<file path="src/rtl/mux_n_pipe.sv">
// mux_n_pipe: N-way, WIDTH-bit select multiplexer with a registered output
// stage, valid/ready handshake and a 2-entry skid buffer.
//
// Ports:
//   clk         rising-edge clock
//   rst         asynchronous, active-high reset
//   in_data     packed inputs, input k at [k*WIDTH +: WIDTH]
//   sel         binary select, sampled together with in_data
//   in_valid    upstream offers in_data/sel
//   in_ready    block can accept this cycle (state only, never out_ready)
//   out         selected, registered data
//   out_err     out was produced by an out-of-range select
//   out_valid   out/out_err valid
//   out_ready   downstream accepts out this cycle
//   sel_err_cnt saturating count of accepted out-of-range selects
module mux_n_pipe #(
  parameter int WIDTH  = 24,
  parameter int NUM_IN = 4,
  parameter int SEL_W  = 2
) (
  input  logic                      clk,
  input  logic                      rst,
  input  logic [NUM_IN*WIDTH-1:0]   in_data,
  input  logic [SEL_W-1:0]          sel,
  input  logic                      in_valid,
  output logic                      in_ready,
  output logic [WIDTH-1:0]          out,
  output logic                      out_err,
  output logic                      out_valid,
  input  logic                      out_ready,
  output logic [7:0]                sel_err_cnt
);

  typedef enum logic [1:0] {
    S_EMPTY,
    S_ONE,
    S_TWO
  } state_t;

  state_t           r_state;
  logic [WIDTH-1:0] r_main;
  logic             r_main_err;
  logic [WIDTH-1:0] r_skid;
  logic             r_skid_err;
  logic [7:0]       r_cnt;

  logic [WIDTH-1:0] w_sel_data;
  logic             w_sel_hit;
  logic             w_in_xfer;
  logic             w_out_xfer;

  // A select that matches no implemented input yields zero data and flags
  // the error; this covers every code >= NUM_IN.
  always_comb begin
    w_sel_data = '0;
    w_sel_hit  = 1'b0;
    for (int unsigned k = 0; k < NUM_IN; k++) begin
      if (sel == SEL_W'(k)) begin
        w_sel_data = in_data[k*WIDTH +: WIDTH];
        w_sel_hit  = 1'b1;
      end
    end
  end

  assign in_ready   = (r_state != S_TWO) & ~rst;
  assign out_valid  = (r_state != S_EMPTY);
  assign w_in_xfer  = in_valid & in_ready;
  assign w_out_xfer = out_valid & out_ready;

  assign out         = r_main;
  assign out_err     = r_main_err;
  assign sel_err_cnt = r_cnt;

  always_ff @(posedge clk or posedge rst) begin
    if (rst) begin
      r_state    <= S_EMPTY;
      r_main     <= '0;
      r_main_err <= 1'b0;
      r_skid     <= '0;
      r_skid_err <= 1'b0;
      r_cnt      <= '0;
    end else begin
      if (w_in_xfer && !w_sel_hit && (r_cnt != 8'hFF)) begin
        r_cnt <= r_cnt + 8'd1;
      end

      case (r_state)
        S_EMPTY: begin
          if (w_in_xfer) begin
            r_main     <= w_sel_data;
            r_main_err <= ~w_sel_hit;
            r_state    <= S_ONE;
          end
        end
        S_ONE: begin
          if (w_in_xfer && !w_out_xfer) begin
            // main is stalled: park the new beat behind it
            r_skid     <= w_sel_data;
            r_skid_err <= ~w_sel_hit;
            r_state    <= S_TWO;
          end else if (w_in_xfer && w_out_xfer) begin
            r_main     <= w_sel_data;
            r_main_err <= ~w_sel_hit;
          end else if (w_out_xfer) begin
            r_state <= S_EMPTY;
          end
        end
        S_TWO: begin
          if (w_out_xfer) begin
            r_main     <= r_skid;
            r_main_err <= r_skid_err;
            r_state    <= S_ONE;
          end
        end
        default: r_state <= S_EMPTY;
      endcase
    end
  end

endmodule

</file>
<file path="config.mk">
export PLATFORM = sky130hd
export DESIGN_NAME = mux_n_pipe
export DESIGN_NICKNAME = d
export VERILOG_FILES = /design/src/rtl/mux_n_pipe.sv
export SDC_FILE = /design/constraint.sdc
export NUM_CORES = 1
export LEC_CHECK = 0
export ABC_CLOCK_PERIOD_IN_PS = 1700
export CORE_MARGIN = 1.5
export CORE_UTILIZATION = 25
export DETAILED_ROUTE_END_ITERATION = 16
export GPL_TIMING_DRIVEN = 0
export PLACE_DENSITY = 0.59
export SYNTH_ARGS = -nofsm -noshare
export SYNTH_HDL_FRONTEND = slang
export SYNTH_SLANG_ARGS = --single-unit
</file>
<file path="constraint.sdc">
create_clock -name clk -period 1.7 [get_ports clk]
set_input_delay 0.34 -clock clk [delete_from_list [all_inputs] [get_ports clk]]
set_output_delay 0.34 -clock clk [all_outputs]
set_load 0.03 [all_outputs]
</file>
==> results.cfg <==
[status]
status = finished, violations left
violations = negative setup slack

[floorplanning]
fp.coreArea_um2 = 13800
dieArea_um2 = 14700
die_h_um = 121
rows = 43
ios = 137
die_w_um = 121
start_util_pct = 25.4

[timing]
max_freq_ghz = 0.577
finalHoldViolCount = 0
slew_violations = 0
setup_slack_ns = -0.0344
worst_clock_skew_ns = 0.00554
timing.final.crit_share_pct = 102
min_period_ns = 1.73
rsz0062_at_grt = yes
finalSetupViolCount = 9
worstMarginPinSlew_ns = 0.727
slew_headroom_pct = 51.3
tns_ns = -0.142

[setup_path]
cp-end-kind = flip-flop
worstPathBufferInverterCount = 4
r2r_start = r_state[1]
worstPathMaxFanout = 6
slowest_stage = dfrtp_2
critical_path_class = reg -> reg
cpLargestDelayFamily = buffers and inverters
crit_chain = nor3b_4 -> buf_4 -> buf_6 -> a2bb2oi_4 -> buf_12 -> clkbuf_16 -> mux2_4
arrival_ns = 1.94
reg2reg_depth = 7
slowest_delay_ns = 0.44
reg2reg_slack_ns = -0.03
worstReg2RegEnd = out[8]
cp-start-kind = flip-flop
required_ns = 1.90

[drt]
viasPerCell = 4.71
firstDrtPassIters = 4
post_drt_wl_per_cell_um = 17.6
drt_iter0_drc = 102
remaining_drc_errors = 0
via_count = 3159
drt-total-wl_um = 11800
ant_nets = 0

[grt]
grt_overflow_total = 0
antenna_found_initial = 0
grt_pass1_wl_um = 18100
first_global_vias = 3446
grt_start_max_net_pins = 34
grt_use_total_pct = 16.1

[cts]
clkTransAtPathRegs_ns = 0.05
htree_levels = 3
clk_latency_ns = 0.33
cts_buffers = 9
cts_sinks = 60
clockRootBuffer = clkbuf_16
cts_buffer_depth = 2
cts_tree = built
cts_hold_buffers = 0

[pwr]
power.clock.fraction_pct = 28.6
swShare_pct = 32.3
power_frac_comb_pct = 38.0
ir_drop_mv = 0.391
pwr-share-seq_pct = 33.4
total_leakage_power_nw = 2.85
power_density_nw_per_um2 = 1070
intPower_mw = 4.20
p_sw_mw = 2.00

[logic_synthesis]
synth_top_area_share_pct = 42.8
synth_compound_area_share_pct = 15.5
ys.flop_type = dfrtp_1
synth_xor_area_share_pct = 0
yosysUniqueCellTypes = 30
yosysSeqAreaShare_pct = 42.8
postSynthCellCount = 325
synth_edf_count = 0
synth_area_um2 = 3500
synth_top_family_by_area = multiplexers
syn_avg_cell_area_um2 = 10.8
synthArstFlopShare_pct = 100
yosys.area.top_type = dfrtp_1
synth-simple-area-share_pct = 14.5
synthAdderAreaFrac_pct = 0
synth.area.mux_share_pct = 21.7
ys_ff_latch = 60
yosys_warnings = 0
syn_nets = 427
synthTopCellsByArea = dfrtp_1, mux2i_1, mux2_1, a41o_1, a221oi_1

[finish]
layout-drive-gt1-share_pct = 21.6
fin_nets = 587
fin_util_pct = 42.1
diodes = 0
area_growth_pct = 65.3

[place]
port_buffers = 135
pre_cts_ws_ns = -0.874
dp_hpwl_um = 8210
gp_congestion = 0.734

[run]
maxCapViolCount = 0

[worst_hold_path]
hold_path_class = in -> async
## cells in the mapped netlist (2+ instances only)
cell type and n:
a211oi_1 5, a21o_1 5, a221oi_1 20, a221oi_2 4, a41o_1 19, and2_1 20, buf_2 7, buf_4 2
buf_6 5, clkbuf_1 21, dfrtp_1 60, mux2_1 19, mux2_2 5, mux2i_1 49, nand2_1 21, nand2b_1 20
nor2_1 25, nor2b_1 6
## worst reg2reg max path, stage by stage (launching register included)
cell and delay [ns]:
dfrtp_2 0.44, nor3b_4 0.26, buf_4 0.16, buf_6 0.09
a2bb2oi_4 0.06, buf_12 0.15, clkbuf_16 0.16, mux2_4 0.30
## registers in the layout, summed over array words and instances (netlist names)
signal / flops
out: 24
r_skid: 24
sel_err_cnt: 8
r_state: 2
r_skid_err: 1
out_err: 1
## worst max-delay path by stage
stage	from	endpoint	slack, ns	depth (start not counted)
finish	r_state[1]	out[8]	-0.03	7
global route	r_state[1]	out[8]	-0.09	7
CTS	r_state[1]	out[7]	-0.009	7
detailed placement	rst	r_state[0]	-0.87	6
global placement	rst	r_state[0]	-1.24	5
floorplan	rst	r_state[0]	-0.11	4
## through the flow
step	std cells	hold WS, ns	cell area (µm²)	power [mW]
floorplan	325	0.450	3510	3.33
global placement	640	0.442	5080	4.22
detailed placement	641	0.448	5100	4.27
CTS	669	0.269	5590	6.15
global route	670	0.295	5790	6.53
finish	670	0.281	5790	6.20
## routing by layer
metal	part of all wire [%]	vias to the layer above	GRT usage, %
met5	0	-	0
li1	-	1499	-
met1	43	1541	19.4
met2	48	105	28.2
met4	1.6	0	4.85
met3	7.9	14	4.09
## area by class of cell
type,count,area (µm²)
Timing Repair Buffer,148,1510
Multi-Input combinational cell,228,2010
Sequential cell,60,1500
Clock inverter,5,52.6
Timing Repair inverter,1,5.00
Inverter,1,7.51
Fill cell,1397,7980
Tap cell,180,225
Buffer,36,254
Clock buffer,11,233
## cell families after synthesis
family | Yosys count
flip-flops | 60
AND/OR/NAND/NOR | 97
AO/OA/AOI/OAI | 58
buffers and inverters | 37
multiplexers | 73
## power groups by stage
| stage | registers (mW) | logic (mW) | clock network, mW |
|---|---|---|---|
| floorplan | 2.47 | 0.856 | 0 |
| global placement | 2.07 | 2.14 | 0 |
| detailed placement | 2.09 | 2.18 | 0 |
| CTS | 2.07 | 2.26 | 1.81 |
| global route | 2.13 | 2.52 | 1.88 |
| finish | 2.07 | 2.36 | 1.77 |
## layout by cell type (no fill, tap or decap), drive strengths merged, types with 3 or more instances in the layout
master | Yosys | routed
clkdlybuf4s50 | 0 | 97
dfrtp | 60 | 60
mux2i | 49 | 49
clkbuf | 22 | 33
buf | 14 | 29
nor2 | 26 | 26
a221oi | 24 | 24
mux2 | 24 | 24
nand2 | 21 | 21
and2 | 21 | 21
nand2b | 20 | 20
dlygate4sd2 | 0 | 20
a41o | 19 | 19
dlymetal6s2s | 0 | 15
nor2b | 6 | 6
a211oi | 5 | 5
a21o | 5 | 5
clkinv | 0 | 3
clkinvlp | 0 | 3
## what timing repair did
item	4_1_cts	5_1_grt
cloned	2	1
buffers inserted	11	1
setup endpoints to repair	68	64
pin swaps	4	3
gates resized for setup	62	61
No activity file was read; power rests on OpenSTA's default activity.
==> RTL edit: new RTL, config.mk and constraints unchanged <==
Change the parameter `WIDTH` from 24 to 36.
--- a/src/rtl/mux_n_pipe.sv
+++ b/src/rtl/mux_n_pipe.sv
@@ -14,7 +14,7 @@
 //   out_ready   downstream accepts out this cycle
 //   sel_err_cnt saturating count of accepted out-of-range selects
 module mux_n_pipe #(
-  parameter int WIDTH  = 24,
+  parameter int WIDTH  = 36,
   parameter int NUM_IN = 4,
   parameter int SEL_W  = 2
 ) (
Interface: changed (resized in_data and out); port bits go from 137 to 197. The function was not compared with the original's and may differ.
==> RTL edit against the unedited design <==
Routed wire length up 70%; die area up 57%; worst setup slack better by 0.061 ns; design area up 46%; clock power up 13%; area after synthesis up 59%; power up 28%; sequential cell count up 24.
==> RTL edit: results (changes against the unedited design) <==
| Metric | Value |
|---|---|
| Crit-path max FO | 10 (+4) |
| Status | completed |
| Share of layout cells above drive strength 1 | 20.6% (-0.99 points) |
| Least-Margin Pin Slew | 0.584 ns (-0.143 ns) |
| Worst Reg-to-Reg Cells | 6 (-1) |
| Reg2reg end | out[15] |
| Mapped Nets | 642 (+50%) |
| Vias in the first global route | 5099 (+48%) |
| YS warnings | 0 (unchanged) |
| Clk_skew | 0.00577 ns (+0.000237 ns) |
| Fill count | 2193 (+57%) |
| Gp weighted congestion | 0.735 (+0.11%) |
| Pin count of the biggest net entering global routing | 38 (+12%) |
| Final setup viols | 0 (-9) |
| HPWL Detailed | 14100 um (+72%) |
| Sequential fraction of the synthesis area | 37.8% (-5.1 points) |
| CTS resizes | 98 (+58%) |
| Placement Setup Slack | -0.823 ns (+0.0502 ns) |
| Leak Pwr | 3.48 nW (+22%) |
| Fin nets | 859 (+46%) |
| Count of different cell masters after synthesis | 29 (-3.3%) |
| Wire length after detailed routing | 20000 um (+70%) |
| First-pass GRT wire length | 30900 um (+71%) |
| Synth Area in Compound Gates | 15.8% (+0.34 points) |
| IO Port Bufs | 194 (+44%) |
| Final WS setup | 0.0266 ns (+0.0611 ns) |
| Total track usage | 17.2% (+1.1 points) |
| # Post-CTS Setup Buffers | 8 (-3) |
| Synth top cells by count | mux2i_1, dfrtp_1 |
| Vias per inst | 4.85 (+2.9%) |
| Peak VDD IR | 0.483 mV (+24%) |
| DRC marker count from the first detailed-route iteration | 254 (+150%) |
| Synth top area cells | dfrtp_1, mux2i_1, a41oi_2, a311oi_1, nand3b_1 |
-- RTL edit: routing by layer --
metal  vias up  GRT usage (%)  routed length [um]  share of wire [%]
li1       2311              -                   -                  -
met5         -              0                   0                  0
met1      2350           23.0                9340                 47
met4         0           4.11                 129               0.65
met2       143           28.5                9600                 48
met3         8           3.53                 918                4.6
-- RTL edit: worst min-delay path by stage --
stage / end / depth (start not counted) / slack (ns)
2_1_floorplan: r_skid[0] / 1 / 0.46
3_3_place_gp: sel_err_cnt[0] / 1 / 0.44
3_5_place_dp: sel_err_cnt[0] / 1 / 0.44
4_1_cts: r_skid[4] / 2 / 0.28
5_1_grt: r_skid[4] / 2 / 0.29
6_report: r_skid[5] / 2 / 0.28
-- RTL edit: layout make-up --
class                           count  area (um^2)  share of cell area [%]
Clock buffer                       12          256                    3.03
Timing Repair Buffer              209         2060                    24.4
Multi-Input combinational cell    340         3190                    37.7
Buffer                             61          443                    5.23
Inverter                            4         18.8                   0.222
Tap cell                          280          350                    4.14
Sequential cell                    84         2100                    24.9
Clock inverter                      2         35.0                   0.414
-- RTL edit: worst max-delay path, stage by stage (launching register included) --
cell     delay [ns]
dfrtp_2        0.41
nor2b_4        0.14
buf_4          0.13
buf_4          0.13
buf_2          0.18
or3_1          0.39
a41oi_2        0.20
-- RTL edit: stage by stage --
stage	instances	area (um^2)	hold slack (ns)	TNS (ns)	total power, mW
after global placement	966	7870	0.441	-123.67	5.99
after detailed placement	968	7910	0.445	-48.10	6.04
after CTS	990	8330	0.280	-0.103	7.99
final	992	8460	0.280	0	7.97
after global routing	992	8460	0.294	-0.0548	8.40
after floorplan	492	5570	0.458	0	4.71
-- RTL edit: where the power goes --
group	total, mW	internal, mW	switching (mW)
combinational	2.98	1.44	1.54
clock	2.00	1.20	0.800
sequential	2.98	2.63	0.358
